`src/rtl/ivd_pkg.sv`:
```
// Shared types and helpers for the IVD assay sequencer.
package ivd_pkg;

    typedef enum logic [3:0] {
        ST_IDLE,
        ST_FILL,
        ST_MIX,
        ST_SETTLE,
        ST_SAMPLE,
        ST_WAIT_DET,
        ST_REPORT,
        ST_NEXT,
        ST_FINISH
    } state_e;

    localparam int unsigned N_CH_DEFAULT = 12;

    // Channel index width; never narrower than one bit.
    function automatic int unsigned ch_width(input int unsigned n);
        return (n > 1) ? $clog2(n) : 1;
    endfunction

    localparam int unsigned CH_W = ch_width(N_CH_DEFAULT);

    // Durations of zero run as one cycle.
    function automatic logic [31:0] sat1(input logic [31:0] x);
        return (x == 32'd0) ? 32'd1 : x;
    endfunction

endpackage

```
`src/rtl/ivd_assay_sequencer_next_channel.sv`:
```
// Priority search for the lowest enabled channel, from zero or above a pointer.
module ivd_next_channel
    import ivd_pkg::*;
#(
    parameter int unsigned N_CH   = N_CH_DEFAULT,
    parameter int unsigned CHAN_W = CH_W
) (
    input  logic [N_CH-1:0]   mask,
    input  logic [CHAN_W-1:0] ptr,
    input  logic              first,
    output logic [CHAN_W-1:0] next_idx_c,
    output logic              none_left_c
);

    // Scan downward so the lowest qualifying index is the last one written.
    always_comb begin
        next_idx_c  = '0;
        none_left_c = 1'b1;
        for (int i = int'(N_CH) - 1; i >= 0; i--) begin
            if (mask[i] && (first || (i > int'(ptr)))) begin
                next_idx_c  = CHAN_W'(i);
                none_left_c = 1'b0;
            end
        end
    end

endmodule

```
`src/rtl/ivd_assay_sequencer.sv`:
```
// Time-multiplexed fill/mix/settle/sample/report controller for an N-channel assay array.
module ivd_assay_sequencer
    import ivd_pkg::*;
#(
    parameter int unsigned N_CH        = 12,
    parameter int unsigned CNT_W       = 16,
    parameter int unsigned DATA_W      = 12,
    parameter int unsigned DET_TIMEOUT = 1023
) (
    input  logic                        clk,
    input  logic                        rst_n,
    input  logic                        start,
    input  logic                        abort,
    input  logic [N_CH-1:0]             ch_enable,
    input  logic [CNT_W-1:0]            fill_cycles,
    input  logic [CNT_W-1:0]            mix_cycles,
    input  logic [CNT_W-1:0]            settle_cycles,
    output logic [N_CH-1:0]             valve_a,
    output logic [N_CH-1:0]             valve_b,
    output logic [N_CH-1:0]             mixer_en,
    output logic [N_CH-1:0]             det_sample,
    input  logic                        det_valid,
    input  logic [DATA_W-1:0]           det_data,
    output logic                        res_valid,
    input  logic                        res_ready,
    output logic [ch_width(N_CH)-1:0]   res_ch,
    output logic [DATA_W-1:0]           res_data,
    output logic                        res_timeout,
    output logic                        busy,
    output logic                        done
);

    localparam int unsigned CHW  = ch_width(N_CH);
    localparam int unsigned TO_W = $clog2(DET_TIMEOUT + 1);
    localparam int unsigned CW   = (CNT_W > TO_W) ? CNT_W : TO_W;

    state_e            state_q, state_d;
    logic [CHW-1:0]    ch_q, ch_d;
    logic [CW-1:0]     cnt_q;
    logic [N_CH-1:0]   mask_q;
    logic [CNT_W-1:0]  cfg_fill_q, cfg_mix_q, cfg_settle_q;
    logic [N_CH-1:0]   search_mask_c;
    logic              search_first_c;
    logic [CHW-1:0]    next_idx_c;
    logic              none_left_c;
    logic              capture_c;
    logic [N_CH-1:0]   onehot_c;

    // Same search serves the first-channel lookup (live mask) and advancing.
    ivd_next_channel #(
        .N_CH   (N_CH),
        .CHAN_W (CHW)
    ) u_next (
        .mask        (search_mask_c),
        .ptr         (ch_q),
        .first       (search_first_c),
        .next_idx_c  (next_idx_c),
        .none_left_c (none_left_c)
    );

    always_ff @(posedge clk or negedge rst_n) begin
        if (!rst_n) state_q <= ST_IDLE;
        else        state_q <= state_d;
    end

    always_comb begin
        state_d        = state_q;
        ch_d           = ch_q;
        capture_c      = 1'b0;
        search_first_c = (state_q == ST_IDLE);
        search_mask_c  = search_first_c ? ch_enable : mask_q;
        case (state_q)
            ST_IDLE:     if (start && !abort) state_d = none_left_c ? ST_FINISH : ST_FILL;
            ST_FILL:     if (cnt_q == CW'(cfg_fill_q) - CW'(1)) state_d = ST_MIX;
            ST_MIX:      if (cnt_q == CW'(cfg_mix_q) - CW'(1)) state_d = ST_SETTLE;
            ST_SETTLE:   if (cnt_q == CW'(cfg_settle_q) - CW'(1)) state_d = ST_SAMPLE;
            ST_SAMPLE:   state_d = ST_WAIT_DET;
            ST_WAIT_DET: begin
                if (det_valid || (cnt_q == CW'(DET_TIMEOUT - 1))) begin
                    state_d   = ST_REPORT;
                    capture_c = 1'b1;
                end
            end
            ST_REPORT:   if (res_ready) state_d = ST_NEXT;
            ST_NEXT:     state_d = none_left_c ? ST_FINISH : ST_FILL;
            ST_FINISH:   state_d = ST_IDLE;
            default:     state_d = ST_IDLE;
        endcase
        if (abort && (state_q != ST_IDLE)) begin
            state_d   = ST_IDLE;
            capture_c = 1'b0;
        end
        if ((state_d == ST_FILL) && (state_q != ST_FILL)) ch_d = next_idx_c;
        onehot_c = N_CH'(1) << ch_d;
    end

    // Outputs are registered from the next state so they align with state_q.
    always_ff @(posedge clk or negedge rst_n) begin
        if (!rst_n) begin
            ch_q         <= '0;
            cnt_q        <= '0;
            mask_q       <= '0;
            cfg_fill_q   <= '0;
            cfg_mix_q    <= '0;
            cfg_settle_q <= '0;
            valve_a      <= '0;
            valve_b      <= '0;
            mixer_en     <= '0;
            det_sample   <= '0;
            res_valid    <= 1'b0;
            res_ch       <= '0;
            res_data     <= '0;
            res_timeout  <= 1'b0;
            busy         <= 1'b0;
            done         <= 1'b0;
        end else begin
            ch_q <= ch_d;
            if ((state_d != state_q) || (state_q == ST_IDLE) || (state_q == ST_REPORT))
                cnt_q <= '0;
            else
                cnt_q <= cnt_q + CW'(1);
            if ((state_q == ST_IDLE) && (state_d != ST_IDLE)) begin
                mask_q       <= ch_enable;
                cfg_fill_q   <= CNT_W'(sat1(32'(fill_cycles)));
                cfg_mix_q    <= CNT_W'(sat1(32'(mix_cycles)));
                cfg_settle_q <= CNT_W'(sat1(32'(settle_cycles)));
            end
            if (capture_c) begin
                res_ch      <= ch_q;
                res_data    <= det_valid ? det_data : '0;
                res_timeout <= !det_valid;
            end
            valve_a    <= (state_d == ST_FILL)   ? onehot_c : '0;
            valve_b    <= (state_d == ST_FILL)   ? onehot_c : '0;
            mixer_en   <= (state_d == ST_MIX)    ? onehot_c : '0;
            det_sample <= (state_d == ST_SAMPLE) ? onehot_c : '0;
            res_valid  <= (state_d == ST_REPORT);
            busy       <= (state_d != ST_IDLE);
            done       <= (state_d == ST_FINISH);
        end
    end

endmodule

```
`config.mk`:
```
export PLATFORM = sky130hd
export DESIGN_NAME = ivd_assay_sequencer
export DESIGN_NICKNAME = d
export VERILOG_FILES = /design/src/rtl/ivd_pkg.sv /design/src/rtl/ivd_assay_sequencer_next_channel.sv /design/src/rtl/ivd_assay_sequencer.sv
export SDC_FILE = /design/constraint.sdc
export NUM_CORES = 1
export LEC_CHECK = 0
export ABC_AREA = 1
export CAP_MARGIN = 20
export CORE_UTILIZATION = 30
export CTS_CLUSTER_SIZE = 24
export DETAILED_ROUTE_END_ITERATION = 12
export HOLD_SLACK_MARGIN = 0.15
export PLACE_DENSITY = 0.64
export SLEW_MARGIN = 40
export SYNTH_ARGS = -nofsm -noshare
export SYNTH_HDL_FRONTEND = slang
export SYNTH_SLANG_ARGS = --single-unit
```
`constraint.sdc`:
```
create_clock -name clk -period 2.5 [get_ports clk]
set_input_delay 0.375 -clock clk [delete_from_list [all_inputs] [get_ports clk]]
set_output_delay 0.375 -clock clk [all_outputs]
set_load 0.01 [all_outputs]
```
Yosys cells after proc, flatten, opt, wreduce, memory -nomap -nowiden
Cells that the tools add are included.

storage, ports and cells
  input port bits = 78
  output and inout bits = 68
  bits in registers = 140
  word-level logic and storage cells = 134

cells by class
  add/subtract/negate cells = 4
  shifts and indexed selects = 1
  equal/unequal tests = 18
  multiplexer cells = 46
  $lt $le $gt $ge = 11
  reductions and logical operators = 38

operator list
  cell                                                    count
  2-to-1 mux 4 bit                                        21
  2-to-1 mux 16 bit                                       4
  2-to-1 mux 12 bit                                       5
  equality test 16 bit                                    3
  zero test 16 bit                                        3
  subtractor 16 x 1 -> 16 bit (second input constant)     3
  case mux 4 bit (8 select lines)                         1
  equality test 4 x 3 -> 1 bit (second input constant)    6
  adder 16 x 1 -> 16 bit (second input constant)          1
  equality test 16 x 10 -> 1 bit (second input constant)  1
  > comparator 3 x 4 -> 1 bit (first input constant)      4
  > comparator 4 bit (first input constant)               4
  logical AND 1 bit                                       16
  2-to-1 mux 1 bit                                        15
  logical OR 1 bit                                        14
  equality test 4 x 2 -> 1 bit (second input constant)    3
  << shifter 1 x 4 -> 12 bit (first input constant)       1
  equality test 4 x 1 -> 1 bit (second input constant)    2
  > comparator 2 x 4 -> 1 bit (first input constant)      2
  nonzero test 4 bit                                      2
  equality test 4 bit (second input constant)             1
  > comparator 1 x 4 -> 1 bit (first input constant)      1
  zero test 4 bit                                         1
  inequality test 4 x 1 -> 1 bit (second input constant)  1
  2 further kinds                                         3

Logic depth before layout (Yosys ltp)
  word-level depth = 24
  mapped depth = 22
  depth with buffers taken out = 22

Cells and area by module
Synthesis repeated with hierarchy kept, for this count alone.

second synthesis, totals
  cells, all modules = 1057
  area, all modules = 8271.7 µm²

by module, submodules not included
  module               sequential area each (µm²)  times used  cells each  area each (µm²)
  ivd_assay_sequencer  3503.4                      1           999         7993.9
  ivd_next_channel     0.0                         1           58          277.8

Worst setup path after synthesis
OpenSTA, ideal clock, no wires.

  kind = register -> register
  start = reg cfg_settle_q[0]
  end = reg cnt_q[7]
  arrival time = 2409 ps
  stages on the path, launching flop included = 20
  path slack = 11 ps
  setup time = 80 ps
  required time = 2420 ps
  path buffers = 1
  period minus slack after synthesis = 2489 ps
  path through = dfrtp_1 inv_1 ha_1 nand2_2 nor2_2 nand3_1 nand2_1 inv_1 nor2_1 nand3_1 nor2_2 nand2_1 nand2_2 nand3_1 nor2_2 nor2_4 xor2_1 nand3_2 buf_2 nor3_2

on the way
  cells in the longest elaborated chain, start to end = 9

ends and longest elaborated chain
  item                             line                        RTL
  start, declared                  ivd_assay_sequencer.sv:41   logic [CNT_W-1:0] cfg_fill_q, cfg_mix_q, cfg_settle_q;
  start signal, assigned           ivd_assay_sequencer.sv:126  cfg_settle_q <= CNT_W'(sat1(32'(settle_cycles)));
  subtractor 16 x 1 -> 16 bit      ivd_assay_sequencer.sv:76   ST_SETTLE: if (cnt_q == CW'(cfg_settle_q) - CW'(1)) state_d = ST_SAMPLE;
  equality test 16 bit             ivd_assay_sequencer.sv:76
  2-to-1 mux 4 bit                 ivd_assay_sequencer.sv:76
  case mux 4 bit (8 select lines)  ivd_assay_sequencer.sv:72   case (state_q)
  2-to-1 mux 4 bit                 ivd_assay_sequencer.sv:89   if (abort && (state_q != ST_IDLE)) begin
  inequality test 4 bit            ivd_assay_sequencer.sv:118  if ((state_d != state_q) || (state_q == ST_IDLE) || (state_q == ST_REPORT))
  logical OR 1 bit (2 in series)   ivd_assay_sequencer.sv:118
  2-to-1 mux 16 bit                ivd_assay_sequencer.sv:118
  end signal, assigned             ivd_assay_sequencer.sv:121  cnt_q <= cnt_q + CW'(1);
  end, declared                    ivd_assay_sequencer.sv:39   logic [CW-1:0] cnt_q;

Every way passes these cells.
A chain may end at the register's enable or synchronous reset.

Worst setup path in the final report
  start = reg state_q[0]
  end = reg det_sample[10]

on the way
  cells in the longest elaborated chain, start to end = 24
  elaborated cells between the ends (all ways) = 74
  classes of those cells = eq/ne (10); shift (1); mux (36); reduce/logical (27)

ends and longest elaborated chain
  item                                                   line                                                               RTL
  start, declared                                        ivd_assay_sequencer.sv:37                                          state_e state_q, state_d;
  start signal, assigned                                 ivd_assay_sequencer.sv:63                                          else state_q <= state_d;
  zero test 4 bit                                        ivd_assay_sequencer.sv:70, ivd_assay_sequencer.sv:72
  2-to-1 mux 12 bit or logical OR 1 bit (tied branches)  ivd_assay_sequencer.sv:71, ivd_assay_sequencer_next_channel.sv:20
  logical AND 1 bit                                      ivd_assay_sequencer_next_channel.sv:20                             if (mask[i] && (first || (i > int'(ptr)))) begin
  2-to-1 mux 1 bit (12 in series)                        ivd_assay_sequencer_next_channel.sv:20
  2-to-1 mux 4 bit                                       ivd_assay_sequencer.sv:73, ivd_assay_sequencer.sv:85
  2-to-1 mux 4 bit                                       ivd_assay_sequencer.sv:73                                          ST_IDLE: if (start && !abort) state_d = none_left_c ? ST_FINISH : ST_FILL;
  case mux 4 bit (8 select lines)                        ivd_assay_sequencer.sv:72
  2-to-1 mux 4 bit                                       ivd_assay_sequencer.sv:89
  equality test 4 x 1 -> 1 bit                           ivd_assay_sequencer.sv:93                                          if ((state_d == ST_FILL) && (state_q != ST_FILL)) ch_d = next_idx_c;
  logical AND 1 bit                                      ivd_assay_sequencer.sv:93
  2-to-1 mux 4 bit (*)                                   ivd_assay_sequencer.sv:93
  named net ch_d[3]                                      ivd_assay_sequencer.sv:38                                          logic [CHW-1:0] ch_q, ch_d;
  << shifter 1 x 4 -> 12 bit (*)                         ivd_assay_sequencer.sv:94                                          onehot_c = N_CH'(1) << ch_d;
  2-to-1 mux 12 bit (*)                                  ivd_assay_sequencer.sv:136                                         det_sample <= (state_d == ST_SAMPLE) ? onehot_c : '0;
  end signal, assigned                                   ivd_assay_sequencer.sv:136
  end, declared                                          ivd_assay_sequencer.sv:21                                          output logic [N_CH-1:0] det_sample,

Mark *: on every way through the listed nets, which the timed path passes. The rest lies on a longest branch.

==> results.yml <==
synth:
  synth_top_area_share_pct: 43.6
  synth_xor_area_share_pct: 6.37
  yosysTopAreaCell: "dfrtp_1"
  ys.flop_type: "dfrtp_1"
  synth-seq-cells: 139
  synth-edff-count: 0
  syn_avg_cell_area_um2: 7.69
  synth_nets: 1120
  synthMuxAreaShare_pct: 0
  yosys.area_share.adder_pct: 0.784
  yosysUniqueCellTypes: 45
  postSynthCellCount: 1037
  synth_area_mm2: 0.00798
  async_reset_ff_share_pct: 100
  synth_top_family_by_area: "simple AND/OR/NAND/NOR gates"
  yosysWarnings: 0
  synth_compound_area_share_pct: 6.73
  synthSimpleGateAreaFrac_pct: 34.5
  yosys-top-cells-area: "dfrtp_1 (44%), nand2_1 (14%), nor2_1 (7.1%)"
  ys_seq_area_share_pct: 43.6
setup_path:
  path_max_fanout: 7
  startpoint_type: "flop"
  crit_buf_inv: 3
  cpMostUsedCell: "nand2_2"
  max_stage_delay_ns: 0.41
  slowest_stage: "dfrtp_1"
  cp-end-kind: "flop"
  crit_chain: "nor2_4 -> nand2_4 -> buf_12 -> nand2_2 -> o21ai_4 -> o21ai_2 -> nand2_2 -> nor2_4 -> buf_4 -> nand2_2 -> inv_1 -> nand4_1 -> nand2_4 -> nor2_8 -> nand3_4 -> nand2_1 -> nand2_2 -> nand4_1 -> nor2_1"
  path_depth: 19
  critPathKind: "flop to flop"
  cp_top_family: "simple AND/OR/NAND/NOR gates"
  required_ns: 2.85
  regToRegStartpoint: "state_q[0]$_DFF_PN0_"
  cp_data_arrival_time_ns: 3.10
  r2r_cells: 19
  crit_start: "state_q[0]$_DFF_PN0_"
power_and_ir_drop:
  combPwrFrac_pct: 55.2
  ir_worst_vdd_mv: 0.545
  power_frac_seq_pct: 26.0
  p_int_mw: 7.65
  power.switching_mw: 5.67
  power_density_mw_per_mm2: 1100
  switching_share_pct: 42.6
  p_total_mw: 13.3
  leakage_nw: 5.57
  pwr-share-clk_pct: 18.8
place:
  gp_congestion: 0.891
  portBuffers: 145
  postPlaceCellArea_mm2: 0.0105
  dp_hpwl_um: 17200
  post-place-ws_ns: -0.296
  placed_cells: 1584
cells_and_area:
  multiInputGateArea_mm2: 0.00449
  layout_commonest_cell: "nand2_1"
  seq_area_mm2: 0.00348
  finalNonFillerCells: 1660
  antennaDiodeCount: 0
  finalInstanceArea_mm2: 0.0121
  drive_gt1_share_pct: 26.4
  finalNetCount: 1396
  mostFrequentLayoutCells: "nand2_1 (274), clkdlybuf4s50_1 (144), dfrtp_1 (136)"
  syn_to_final_growth_pct: 52.0
  num-fill-cells: 2440
global_routing:
  grt_pass1_wl_um: 37800
  overflow: 0
  grt_max_degree: 59
  track_usage_pct: 17.9
  grt_pass1_vias: 7575
  antenna_found_initial: 0
die:
  die-height_um: 165
  rows: 59
  initial_utilization_pct: 30.6
  core_area_mm2: 0.0261
  dieArea_mm2: 0.0273
  io_pins: 146
  die_x_um: 165
run_status:
  status: "finished with violations"
  violations: "setup timing"
worst_hold_path:
  min_path_type: "input pin to asynchronous set/reset pin"
clock_network:
  h-tree-depth: 4
  clk_latency_ns: 0.43
  numCtsBuffers: 17
  root_buffer: "clkbuf_16"
  clk_pin_slew_ns: 0.06
  clockBufferDepth: 2
  cts_num_sinks: 139
  cts_tree: "yes"
timing:
  finalCritPeriodShare_pct: 110
  min_period_ns: 2.75
  rsz0062_at_grt: "true"
  fin_ws_ns: -0.246
  relSlewSlack_pct: 65.4
  drv_slew: 0
  tightest_slew_ns: 0.519
  finalHoldViolations: 0
  skew_ns: 0.0106
  fmax_ghz: 0.364
  setup_viol: 54
drt:
  wl_per_cell_um: 14.9
  antenna_left: 0
  first_iter_violations: 556
  routed_wl_um: 24800
  num_vias: 7885
  drc: 0
  vias_per_cell: 4.75
  drt-pass1-iter-count: 5
run:
  drv_cap: 0
-- per-stage QoR --
step | setup TNS, ns | hold slack [ns] | utilization (%)
finish | -9.95 | 0.405 | 46.5
global route | -19.94 | 0.430 | 46.5
CTS | -3.80 | 0.401 | 44.7
detailed placement | -11.92 | 0.289 | 40.2
global placement | -8.84 | 0.286 | 40.2
floorplan | 0 | 0.0794 | -
-- worst register-to-register path, stage by stage, from the launching register on --
cell and delay (ns):
dfrtp_1 0.41, nor2_4 0.16, nand2_4 0.14, buf_12 0.16, nand2_2 0.07, o21ai_4 0.06
o21ai_2 0.09, nand2_2 0.11, nor2_4 0.10, buf_4 0.11, nand2_2 0.05, inv_1 0.05
nand4_1 0.16, nand2_4 0.18, nor2_8 0.06, nand3_4 0.16, nand2_1 0.11, nand2_2 0.13
nand4_1 0.19, nor2_1 0.16
-- kinds of logic (layout without fill, tap and decap cells) --
logic type	after synthesis	in the layout
buffers and inverters	142	427
and+or+nand+nor	602	605
AOI/OAI and AO/OA	91	91
xor gates and xnor gates	58	58
DFF	139	139
adders and majority gates	5	5
-- flip-flops by register name, summed over array words and instances, names as in the netlist --
signal and count:
res_ch 4, mask_q 11, done 1, state_q 4
res_timeout 1, cfg_settle_q 16, busy 1, valve_b 12
cfg_fill_q 16, res_valid 1, det_sample 12, mixer_en 12
res_data 12, cnt_q 16, cfg_mix_q 16, ch_q 4
-- power groups by stage --
| stage | Combinational (mW) | Sequential [mW] | Clock [mW] |
|---|---|---|---|
| 4_1_cts | 6.48 | 3.40 | 2.55 |
| 6_report | 7.36 | 3.46 | 2.50 |
| 5_1_grt | 8.02 | 3.54 | 2.65 |
| 3_3_place_gp | 5.43 | 3.39 | 0 |
| 2_1_floorplan | 3.57 | 3.30 | 0 |
| 3_5_place_dp | 5.53 | 3.39 | 0 |
-- cell type report --
type                    instances  share of cell area (%)
repair inverters                2                   0.103
flip-flops and latches        139                    28.7
multi-input cells             759                    37.0
clock buffers                  18                    3.54
clock inverters                13                    1.19
repair buffers                296                    22.8
inverters                      98                    3.20
well taps                     335                    3.46
-- layer usage --
layer / GRT usage, % / vias up / part of all wire, %
met4: 7.26 / 0 / 2.4
li1: - / 3862 / -
met5: 0 / - / 0
met1: 23.5 / 3754 / 46
met3: 2.70 / 54 / 4.1
met2: 29.3 / 215 / 47
-- path summary, 6_finish.rpt --
path	endpoint	slack, ns
min in group clk	res_ch[2]$_DFFE_PN0P_	0.48
min	cfg_mix_q[12]$_DFFE_PN0P_	0.41
min reg2reg	res_ch[2]$_DFFE_PN0P_	0.48
max in group asynchronous	mask_q[5]$_DFFE_PN0P_	1.49
max	det_sample[10]$_DFF_PN0_	-0.25
max reg2reg	det_sample[10]$_DFF_PN0_	-0.25
-- repair_timing --
action,CTS,global route
endpoints found under the setup margin,54,72
pin swaps,14,24
hold buffers,1,0
setup buffers,19,16
endpoints found under the hold margin,29,0
gates cloned,6,3
resized for setup,91,83
-- synth_stat cells (3+ instances only) --
| cell | instances |
|---|---|
| a21oi_1 | 10 |
| a22o_1 | 12 |
| a31oi_1 | 3 |
| a41oi_1 | 3 |
| buf_2 | 8 |
| buf_4 | 12 |
| buf_6 | 4 |
| clkbuf_1 | 15 |
| clkbuf_2 | 3 |
| dfrtp_1 | 139 |
| ha_1 | 5 |
| inv_1 | 92 |
| inv_2 | 3 |
| nand2_1 | 293 |
| nand2_2 | 11 |
| nand2_4 | 5 |
| nand3_1 | 55 |
| nand3_2 | 3 |
| nand4_1 | 16 |
| nand4_2 | 10 |
| nor2_1 | 151 |
| nor2_2 | 13 |
| nor3_1 | 12 |
| nor3_2 | 3 |
| nor3b_1 | 7 |
| nor4_1 | 12 |
| o21a_1 | 3 |
| o21ai_0 | 51 |
| o21ai_1 | 3 |
| o21bai_1 | 3 |
| xnor2_1 | 21 |
| xor2_1 | 37 |
No activity file was read; power rests on OpenSTA's default activity.
